[src/rtl/seg_pkg.sv]
// Seven-segment display package: segment type, blank pattern and hex decoder.
package seg_pkg;

  // Cathode byte {dp,g,f,e,d,c,b,a}, active-low
  typedef logic [7:0] seg_t;

  localparam seg_t SEG_OFF = 8'hFF;

  // Hex nibble to active-low segment pattern, dp bit left off
  function automatic seg_t hex2seg(input logic [3:0] h);
    seg_t s;
    case (h)
      4'h0: s = 8'hC0;
      4'h1: s = 8'hF9;
      4'h2: s = 8'hA4;
      4'h3: s = 8'hB0;
      4'h4: s = 8'h99;
      4'h5: s = 8'h92;
      4'h6: s = 8'h82;
      4'h7: s = 8'hF8;
      4'h8: s = 8'h80;
      4'h9: s = 8'h90;
      4'hA: s = 8'h88;
      4'hB: s = 8'h83;
      4'hC: s = 8'hC6;
      4'hD: s = 8'hA1;
      4'hE: s = 8'h86;
      default: s = 8'h8E;
    endcase
    return s;
  endfunction

endpackage

[src/rtl/seg_tick_gen.sv]
// Prescaler: one-cycle tick every DIV system clocks (DIV >= 2).
module seg_tick_gen #(
  parameter int DIV = 100000
) (
  input  logic clk,
  input  logic clr,
  output logic tick
);

  localparam int CW = (DIV > 1) ? $clog2(DIV) : 1;
  localparam logic [CW-1:0] CNT_LAST = CW'(DIV - 1);

  logic [CW-1:0] cnt_q, cnt_d;

  assign tick  = (cnt_q == CNT_LAST);
  assign cnt_d = tick ? '0 : cnt_q + CW'(1);

  // Free-running count 0..DIV-1, tick marks the last count
  always_ff @(posedge clk or posedge clr) begin
    if (clr) cnt_q <= '0;
    else     cnt_q <= cnt_d;
  end

endmodule

[src/rtl/seg_scan_display.sv]
// Multiplexed seven-segment scanner with frame-synchronous double buffering,
// per-digit decimal points and leading-zero blanking.
// Optional macro SEG_DISPLAY_DIM_EN adds a 4-bit brightness PWM on the anodes.
module seg_scan_display
  import seg_pkg::*;
#(
  parameter int DIGITS   = 8,
  parameter int SCAN_DIV = 100000
) (
  input  logic                  clk,
  input  logic                  clr,
  input  logic [4*DIGITS-1:0]   datas,
  input  logic [DIGITS-1:0]     dp,
  input  logic                  load,
  input  logic                  blank_lz,
`ifdef SEG_DISPLAY_DIM_EN
  input  logic [3:0]            brightness,
`endif
  output seg_t                  display_data,
  output logic [DIGITS-1:0]     display_en,
  output logic                  frame_done
);

  localparam int IW = (DIGITS > 1) ? $clog2(DIGITS) : 1;
  localparam logic [IW-1:0] IDX_LAST = IW'(DIGITS - 1);

  logic                tick;
  logic [IW-1:0]       idx_q, idx_d;
  logic [4*DIGITS-1:0] pend_data_q, act_data_q;
  logic [DIGITS-1:0]   pend_dp_q, act_dp_q;
  logic                pend_vld_q;
  logic [DIGITS-1:0]   lz;
  logic [3:0]          cur_nib;
  seg_t                seg_d, seg_q;
  logic [DIGITS-1:0]   en_d, en_q;

  seg_tick_gen #(.DIV(SCAN_DIV)) u_tick (
    .clk  (clk),
    .clr  (clr),
    .tick (tick)
  );

  // Boundary is the tick on the last digit; buffers swap on the same edge
  // the index returns to 0, so the new frame starts with fresh data.
  assign frame_done = tick && (idx_q == IDX_LAST);
  assign idx_d      = frame_done ? '0 : idx_q + IW'(1);

  // Digit index advances once per scan slot
  always_ff @(posedge clk or posedge clr) begin
    if (clr)       idx_q <= '0;
    else if (tick) idx_q <= idx_d;
  end

  // Pending/active double buffer; a load in the boundary cycle still lets
  // the old pending copy through and stays pending for the next frame.
  always_ff @(posedge clk or posedge clr) begin
    if (clr) begin
      pend_data_q <= '0;
      pend_dp_q   <= '0;
      pend_vld_q  <= 1'b0;
      act_data_q  <= '0;
      act_dp_q    <= '0;
    end else begin
      if (frame_done && pend_vld_q) begin
        act_data_q <= pend_data_q;
        act_dp_q   <= pend_dp_q;
      end
      if (load) begin
        pend_data_q <= datas;
        pend_dp_q   <= dp;
        pend_vld_q  <= 1'b1;
      end else if (frame_done) begin
        pend_vld_q  <= 1'b0;
      end
    end
  end

  // lz[k]: nibbles DIGITS-1..k of the active value are all zero
  always_comb begin
    lz = '0;
    lz[DIGITS-1] = (act_data_q[4*DIGITS-1 -: 4] == 4'h0);
    for (int k = DIGITS - 2; k >= 0; k--)
      lz[k] = lz[k+1] && (act_data_q[4*k +: 4] == 4'h0);
  end

  assign cur_nib = act_data_q[{idx_q, 2'b00} +: 4];

`ifdef SEG_DISPLAY_DIM_EN
  logic [3:0] pwm_q;

  // Free-running PWM phase for anode dimming
  always_ff @(posedge clk or posedge clr) begin
    if (clr) pwm_q <= '0;
    else     pwm_q <= pwm_q + 4'd1;
  end
`endif

  // Next cathode/anode pattern for the current digit
  always_comb begin
    seg_d = hex2seg(cur_nib);
    if (blank_lz && (idx_q != '0) && lz[idx_q])
      seg_d[6:0] = 7'h7F;
    seg_d[7] = ~act_dp_q[idx_q];
    en_d = ~(DIGITS'(1) << idx_q);
`ifdef SEG_DISPLAY_DIM_EN
    if (pwm_q > brightness)
      en_d = '1;
`endif
  end

  // Registered pin drivers; dark while in reset
  always_ff @(posedge clk or posedge clr) begin
    if (clr) begin
      seg_q <= SEG_OFF;
      en_q  <= '1;
    end else begin
      seg_q <= seg_d;
      en_q  <= en_d;
    end
  end

  assign display_data = seg_q;
  assign display_en   = en_q;

endmodule

[config.mk]
export PLATFORM = sky130hd
export DESIGN_NAME = seg_scan_display
export DESIGN_NICKNAME = d
export VERILOG_FILES = /design/src/rtl/seg_pkg.sv /design/src/rtl/seg_tick_gen.sv /design/src/rtl/seg_scan_display.sv
export SDC_FILE = /design/constraint.sdc
export NUM_CORES = 1
export LEC_CHECK = 0
export BUFFER_PORTS_ARGS = -buffer_cell sky130_fd_sc_hd__buf_2
export CAP_MARGIN = 10
export CORE_MARGIN = 5
export CORE_UTILIZATION = 59
export DETAILED_ROUTE_END_ITERATION = 6
export GPL_TIMING_DRIVEN = 0
export PLACE_DENSITY = 0.91
export SLEW_MARGIN = 20
export SYNTH_ARGS = -nofsm -noshare
export SYNTH_HDL_FRONTEND = slang
export SYNTH_SLANG_ARGS = --single-unit
[constraint.sdc]
create_clock -name clk -period 8.4 [get_ports clk]
set_clock_uncertainty 0.2 [all_clocks]
set_input_delay 1.68 -clock clk [delete_from_list [all_inputs] [get_ports clk]]
set_output_delay 1.68 -clock clk [all_outputs]
set_load 0.005 [all_outputs]
======== Yosys cells after proc, flatten, opt, wreduce, memory -nomap -nowiden ========
Memories as Yosys holds them, arrays and structs flattened.
Index checks and enable logic that the tools add are counted.
Widths: inputs -> output; s select.
operators by class
  add/sub/neg operators ................... 2
  magnitude comparators ................... 1
  equal/unequal tests ..................... 2
  shifts and indexed selects .............. 2
  multiplexer cells ....................... 9
  bitwise logic cells ..................... 2
  reductions and logical operators ........ 21
operator list
  cell                   number
  $logic_not 4->1        8
  $shiftx 32x6->4        1
  $add 17x1->17 const B  1
  $eq 17x17->1 const B   1
  $mux 17                1
  $logic_and 1x1->1      11
  $not 8->8              1
  $shl 1x3->8 const A    1
  $mux 7                 1
  $bmux 1 s3             2
  $lt 3x4->1 const B     1
  $mux 1                 4
  $add 3x1->3 const B    1
  $eq 3x3->1 const B     1
  $mux 3                 1
  $reduce_bool 3->1      1
  $reduce_bool 2->1      1
  $not 1->1              1
word-level totals
  register bits after elaboration ......... 117
  memory bits (read-only) ................. 112
  input port bits ......................... 44
  memories ................................ 1
memories
  memory            depth  bits a word  rd ports  clocked after memory_dff  wr ports  RTL line       source
  (name not given)  16     7            1         0                         0         seg_pkg.sv:12  case (h)

======== Longest topological paths before layout ========
Gate-level depths: netlist (run 1).
  word-level depth ........................ 12
  gate-level depth with buffers ........... 8
  mapped depth without buffers ............ 7

======== Cells and area by module ========
A second synthesis (run 1) with hierarchy kept.
second synthesis, totals
  cells, all modules ...................... 370
  area, all modules ....................... 5168.7 um^2
modules (own cells, without submodules)
  module            times used  cells each  area an instance (um^2)
  seg_scan_display  1           295         4342.9
  seg_tick_gen      1           75          825.8

======== Worst setup path before layout (run 1) ========
No wires, ideal clock.
  kind .................................... register -> output
  start ................................... register idx_q[0]
  end ..................................... output frame_done
  arrival time ............................ 1251 ps
  required time ........................... 6520 ps
  path slack .............................. 5269 ps
  stages on the path, launching flop included .. 5
  path buffers ............................ 0
  path through ............................ dfrtp_1 > ha_1 > ha_1 > inv_1 > nor4_4
on the way
  word-level cells in the longest chain between the ends .. 2
RTL lines
  item                    RTL line                source
  start, declared         seg_scan_display.sv:28  logic [IW-1:0] idx_q, idx_d;
  start signal, assigned  seg_scan_display.sv:51  else if (tick) idx_q <= idx_d;
  $eq 3x3->1              seg_scan_display.sv:45  assign frame_done = tick && (idx_q == IDX_LAST);
  $logic_and 1x1->1       seg_scan_display.sv:45
  end, declared           seg_scan_display.sv:21  output logic frame_done
Every way passes these cells.

======== Worst setup path in the final report (run 1) ========
Ends and elaborated chain as after synthesis.

==> results of run 1 <==
cell type report:
type                       count  area share
buffer                        15      0.0168
clock buffer                  25      0.0766
clock inverter                 7      0.0113
inverter                      12     0.00792
multi-input combinational    224       0.349
sequential                   117       0.466
tap                          108      0.0214
timing repair buffer          60      0.0511
per-stage QoR:
step	cells	instance area, sq um	total power, W	hold slack, ns
global placement	535	5730	0.000649	0.271
finish	568	6320	0.00131	0.300
CTS	568	6320	0.00132	0.299
detailed placement	536	5770	0.000655	0.284
global route	568	6320	0.00136	0.309
floorplan	368	5300	0.000632	0.255
per-layer routing:
| layer | share of wire | track usage |
|---|---|---|
| met4 | 0.033 | 0.0822 |
| met2 | 0.51 | 0.340 |
| met5 | 0 | 0 |
| met1 | 0.39 | 0.256 |
| met3 | 0.066 | 0.0820 |
cell families (layout without fill, tap and decap cells):
logic type / Yosys count / count (layout) / synth area share
multiplexers: 96 / 96 / 0.255
flip-flops: 117 / 117 / 0.556
adder cells (fa/ha/maj): 13 / 13 / 0.0307
AND/OR/NAND/NOR: 76 / 76 / 0.0741
buffers and inverters: 27 / 119 / 0.0286
XOR/XNOR: 15 / 15 / 0.0248
AO/OA/AOI/OAI: 24 / 24 / 0.0307
path summary, 6_finish.rpt:
kind	startpoint	to	slack [ns]	cells past startpoint
min in group asynchronous	clr	u_tick.cnt_q[15]	0.94	2
min	pend_data_q[24]	act_data_q[24]	0.30	1
max reg2reg	idx_q[1]	display_data[2]	5.44	8
max	idx_q[0]	frame_done	4.34	5
min reg2reg	pend_data_q[24]	act_data_q[24]	0.30	1
max in group asynchronous	clr	act_data_q[0]	6.36	3
power groups by stage:
| stage | clock (W) | sequential (W) | combinational, W |
|---|---|---|---|
| CTS | 0.000677 | 0.000596 | 0.0000502 |
| detailed placement | 0 | 0.000605 | 0.0000499 |
| finish | 0.000669 | 0.000596 | 0.0000487 |
| global route | 0.000709 | 0.000598 | 0.0000551 |
| global placement | 0 | 0.000604 | 0.0000448 |
| floorplan | 0 | 0.000600 | 0.0000321 |
sequential cells by signal (all words and copies together) (netlist names):
signal / flops
act_data_q: 32
act_dp_q: 8
display_data: 8
display_en: 8
idx_q: 3
pend_data_q: 32
pend_dp_q: 8
pend_vld_q: 1
u_tick.cnt_q: 17
placed cells by master (no fill, tap or decap), types with 2 or more instances in the layout:
cell,netlist,routed
nor4_1,7,7
mux2_2,41,41
clkbuf_8,0,5
ha_1,13,13
nor3_1,5,5
buf_2,4,63
mux2_4,40,40
a211oi_1,2,2
clkinvlp_4,0,3
nand4_1,3,3
buf_6,6,6
inv_1,11,10
clkbuf_16,0,16
nor2b_1,2,2
nor2_1,17,17
nand2_1,16,16
dfrtp_1,101,101
o21ai_1,2,2
clkbuf_1,5,9
o31ai_1,2,2
xor2_1,10,10
and3_1,3,3
clkinv_2,0,2
xnor2_1,5,5
nand3_1,14,14
o21ai_0,7,7
mux4_2,10,10
mux2i_1,3,3
dfstp_2,16,16
o211ai_1,5,5
cells in the mapped netlist, drive strengths merged:
library cell and instances:
a2111oi 1, a211oi 2, a21oi 1, a22o 1, and2 1, and3 3, and4 1, buf 10
clkbuf 5, clkinv 1, dfrtp 101, dfstp 16, ha 13, inv 11, mux2 81, mux2i 5
mux4 10, nand2 17, nand2b 1, nand3 14, nand4 3, nand4b 1, nor2 17, nor2b 2
nor3 5, nor4 8, nor4bb 1, o211ai 5, o21ai 9, o21bai 1, o311ai 1, o31ai 2
o41a 1, or2 1, or3 1, xnor2 5, xor2 10
critical path: stages, from the launching register on:
cell	delay [ns]
dfrtp_1	0.55
ha_1	0.24
ha_1	0.18
inv_1	0.12
nor4_4	0.40
buf_2	0.19
==> metrics.md, run 1 <==
| Metric | Value |
|---|---|
| Outcome | complete, no violations |
| CTS Buf Count | 17 |
| Syn avg cell area | 14.4 sq um |
| CTS tree | yes |
| WP data required | 6.52 ns |
| Clk root buf | clkbuf_8 |
| Worst Setup End Kind | primary output |
| Clock network power share | 0.509 |
| Layout cell share with drive strength beyond 1 | 0.459 |
| Slew Limit Fails | 0 |
| Vias per inst | 5.88 |
| Clock Latency Late Sink | 0.52 ns |
| WP data arrival | roughly 2.2 ns |
| Setup ws final | 4.34 ns |
| Final Cycle Share | 0.483 |
| GRT overflow | 0 |
| Vias in the first global route | 3,521 |
| Detailed-route wire length | about 11,000 um |
| Initial antenna violation count | 0 |
| Vias | 3,339 |
| Comb pwr share | 0.037 |
| H-tree Lvls | 4 |
| Setup_tns | 0 ns |
| RSZ-0062 raised after global routing | false |
| Unique cell type count in the Yosys netlist | 44 |
| Hold Crit Class | reg -> reg |
| DP Worst Slack | 4.85 ns |
| Port bufs | 59 |
| Fillers | 531 |
| Fmax | 246 MHz |
| Fin. Hold Viols | 0 |
| Netlist Area Pre-Place | 0.00530 sq mm |
| Max IR drop VDD | about 180 uV |
| Largest net degree at the start of global routing | 83 |
| First-pass GRT wire length | 18,100 um |
| GPL Wtd Cong | 0.943 |
| Max_slew headroom | 0.559 |
| # hold bufs at CTS | 0 |
| PwrDens | 208 mW/mm^2 |
| Post-Syn Nets | 425 |
| Leak | a little over 3 nW |
| Yosys warns | 0 |
| Die area | 0.0110 sq mm |
| Multi-input gate area | 0.00220 sq mm |
| Drt pass-1 iters | 6 |
| Clock transition at path regs | 0.06 ns |
| Minimum clock period | 4.06 ns |
| Antenna Nets Post-Route | 0 |
| Mapped Cells | between 300 and 400 |
| Top cell type's share of synthesized area | 0.477 |
| Clock buffer depth | 2 |
| Row count | 34 |
| CORE AREA | 0.00872 sq mm |
| Setup Buffers After CTS | 0 |
| Post-synth top area cell | dfrtp_1 |
| Synth-to-layout area growth | 19.2% |
| Yosys reg bits | about 120 |
| Worst Tran Pin Value | ~0.64 ns |
| Register area share after synthesis | 0.556 |
| Sequential fraction of design power | 0.454 |
| Initial DRC Count | 291 |
| Drc violations | 0 |
| Post-CTS resize count | 0 |
| Switching share of power | 0.213 |
| Fin util | 0.725 |
| Starting density of the core | 0.608 |
| Type of origin of the critical path | flip-flop |
| Switching Power | 0.000280 W |
| P_int | between 0.001 and 0.0015 W |
| MaxCap Viol Count | 0 |
| DIE HEIGHT | around 100 um |
| Die X | 105 um |
| # IOs | 61 |
| Antenna diode count | 0 |
| FF/Latch Area | between 0.002 and 0.003 sq mm |
| Critical-path maximum fanout | 6 |
| Sink Count | 117 |
| Final setup fails | 0 |
| Final net count | a little over 500 |
| Crit path kind | reg -> out |
| Gr usage total | 0.211 |
| DP Wirelength | 7570 um |
| WL/cell | 19.3 um |
| Synth area leaders | dfrtp_1 (48%), mux2_4 (11%), mux2_2 (8.7%) |
No activity file was read; power rests on OpenSTA's default activity.
==> run 2: changes to the inputs <==
--- a/config.mk
+++ b/config.mk
@@ -8,10 +8,10 @@
 export BUFFER_PORTS_ARGS = -buffer_cell sky130_fd_sc_hd__buf_2
 export CAP_MARGIN = 10
 export CORE_MARGIN = 5
-export CORE_UTILIZATION = 59
+export CORE_UTILIZATION = 52
 export DETAILED_ROUTE_END_ITERATION = 6
 export GPL_TIMING_DRIVEN = 0
-export PLACE_DENSITY = 0.91
+export PLACE_DENSITY = 0.86
 export SLEW_MARGIN = 20
 export SYNTH_ARGS = -nofsm -noshare
 export SYNTH_HDL_FRONTEND = slang
==> constraint.sdc (replaced) <==
create_clock -name clk -period 3.34 [get_ports clk]
set_clock_uncertainty 0.2 [all_clocks]
set_input_delay 0.668 -clock clk [delete_from_list [all_inputs] [get_ports clk]]
set_output_delay 0.668 -clock clk [all_outputs]
set_load 0.005 [all_outputs]
==> run 2 against run 1 <==
Largest cell class unchanged; power is 150% higher; sequential power grew to 2.5 times the previous value; routed wire length is 0.38% higher; critical path type unchanged; highest routed layer unchanged; final area is 0.77% higher.
==> metrics.md, run 2 (synthesis gave the netlist of run 1 again) <==
| Metric | Value |
|---|---|
| Clk root buf | clkbuf_8 |
| Critical-path maximum fanout | 5 |
| Type of origin of the critical path | flip-flop |
| MaxCap Viol Count | 0 |
| Crit Reg-Reg Endpoint | display_data[2] |
| RSZ-0062 raised after global routing | false |
| Max_slew headroom | 0.540 |
| Detailed-route wire length | 11,000 um |
| Starting density of the core | 0.538 |
| Sequential fraction of design power | 0.462 |
| P_int | 0.00251 W |
| CORE AREA | a little under 0.01 sq mm |
| R2r startpoint | idx_q[1] |
| Total Power | 0.00325 W |
| Critical path depth | 4 |
| Worst Tran Pin Value | 0.684 ns |
| WP data arrival | 2.20 ns |
| Row count | 36 |
| Critical path buffer and inverter count | 1 |
| GRT overflow | 0 |
| Fin. Hold Viols | 0 |
| Crit path kind | reg -> out |
| Vias per inst | 5.47 |
| DIE HEIGHT | ~110 um |
| Die X | 111 um |
| Initial antenna violation count | 0 |
| FF/Latch Area | 0.00295 sq mm |
| Vias in the first global route | 3,550 |
| Initial DRC Count | 139 |
| Clock transition at path regs | about 0.060 ns |
| Reg2reg path depth | 8 |
| Die area | about 0.012 sq mm |
| Outcome | complete, no violations |
| Comb pwr share | 0.040 |
| Final Cycle Share | 0.918 |
| Fmax | between 300 and 400 MHz |
| Switching share of power | 0.226 |
| WL/cell | 18.5 um |
| First-pass GRT wire length | 18,500 um |
| WHS Endpoint | pend_data_q[20] |
| Multi-input gate area | 0.00220 sq mm |
| Fin Hold WS | roughly 0.17 ns |
| CTS tree | yes |
| Drc violations | 0 |
| PwrDens | 510 mW/mm^2 |
| Switching Power | 0.000733 W |
| H-tree Lvls | 4 |
| Final setup fails | 0 |
| Antenna Nets Post-Route | 0 |
| WP data required | 2.47 ns |
| Drt pass-1 iters | 4 |
| Hold depth | 2 |
| Setup_tns | 0 ns |
| Hold Crit Class | in -> reg |
| Synth-to-layout area growth | 20.1% |
| Port bufs | 59 |
| Clock Latency Late Sink | 0.52 ns |
| R2R setup slack | between 0.3 and 0.4 ns |
| GPL Wtd Cong | 0.850 |
| CTS Buf Count | 17 |
| Max IR drop VDD | a little over 400 uV |
| CP peak stage delay | 0.45 ns |
| Largest regs | act_data_q (32), pend_data_q (32), u_tick.cnt_q (17) |
| Layout cell share with drive strength beyond 1 | 0.464 |
| Slew Limit Fails | 0 |
| Crit path max-delay family | simple AND/OR/NAND/NOR gates |
| Vias | 3,259 |
| Largest net degree at the start of global routing | 39 |
| Gr usage total | 0.191 |
| Sink Count | ~120 |
| Most frequent cells in the layout | dfrtp_1 (101), buf_2 (63), mux2_2 (41) |
| # IOs | 61 |
| DP Wirelength | roughly 7400 um |
| Leak | between 3 and 4 nW |
| Commonest non-fill, non-tap cell in the layout | dfrtp_1 |
| Antenna diode count | 0 |
| Clock buffer depth | 2 |
| Minimum clock period | 3.07 ns |
| Final net count | 507 |
| Fillers | 723 |
| Hold_sp | datas[20] |
| Clock network power share | 0.499 |
| Crit-path cells | nor4bb_1 -> nand4_1 -> nor4_4 -> buf_2 |
| Slowest CP cell | nor4bb_1 |
| Worst Setup End Kind | primary output |
==> run 2: changes by cell type in the layout (fill, tap and decap cells not counted), sizes merged <==
cell         previous run  this run
dlygate4sd3             0         1
clkbuf                 30        23
inv                    11        10
clkinvlp                3         6
buf                    70        72
clkinv                  4         9
==> run 2: power groups by stage <==
| stage | registers [W] | logic [W] | clock network [W] |
|---|---|---|---|
| global route | 0.00151 | 0.000144 | 0.00171 |
| detailed placement | 0.00152 | 0.000130 | 0 |
| global placement | 0.00152 | 0.000115 | 0 |
| CTS | 0.00150 | 0.000132 | 0.00165 |
| finish | 0.00150 | 0.000128 | 0.00162 |
| floorplan | 0.00151 | 0.0000811 | 0 |
==> run 2: worst max-delay path by stage <==
stage | endpoint | slack, ns | from
floorplan | display_data[2] | 0.87 | idx_q[0]
global placement | pend_data_q[12] | 0.47 | clr
detailed placement | display_data[2] | 0.52 | idx_q[0]
CTS | frame_done | 0.27 | idx_q[0]
global route | frame_done | 0.12 | idx_q[0]
finish | frame_done | 0.27 | u_tick.cnt_q[5]
==> run 2: final cells by class <==
class                           count  share of cell area
Sequential cell                   117               0.463
Inverter                           12             0.00766
Tap cell                          133              0.0261
Timing Repair Buffer               63              0.0574
Multi-Input combinational cell    224               0.346
Clock buffer                       18              0.0656
Clock inverter                     14              0.0179
Buffer                             15              0.0167
==> run 2: per-stage QoR <==
step / utilization / setup WS (ns) / instances / instance area, sq um
global placement: 0.585 / 0.472 / 560 / 5770
detailed placement: 0.591 / 0.516 / 563 / 5830
floorplan: - / 0.870 / 368 / 5310
CTS: 0.646 / 0.274 / 596 / 6370
finish: 0.646 / 0.275 / 596 / 6370
global route: 0.646 / 0.118 / 596 / 6370
==> run 2: layer usage <==
layer	routed length, um	share of wire	track usage	vias to the layer above
met3	753	0.068	0.0655	20
met1	4490	0.41	0.235	1636
met5	0	0	0	-
met4	179	0.016	0.0731	0
li1	-	-	-	1483
met2	5580	0.51	0.313	120
==> run 2: repair_timing <==
action / 4_1_cts / 5_1_grt
endpoints found under the setup margin: 0 / 0
hold buffers: 1 / 0
buffers inserted: 0 / 0
endpoints found under the hold margin: 22 / 0
resized for setup: 0 / 0
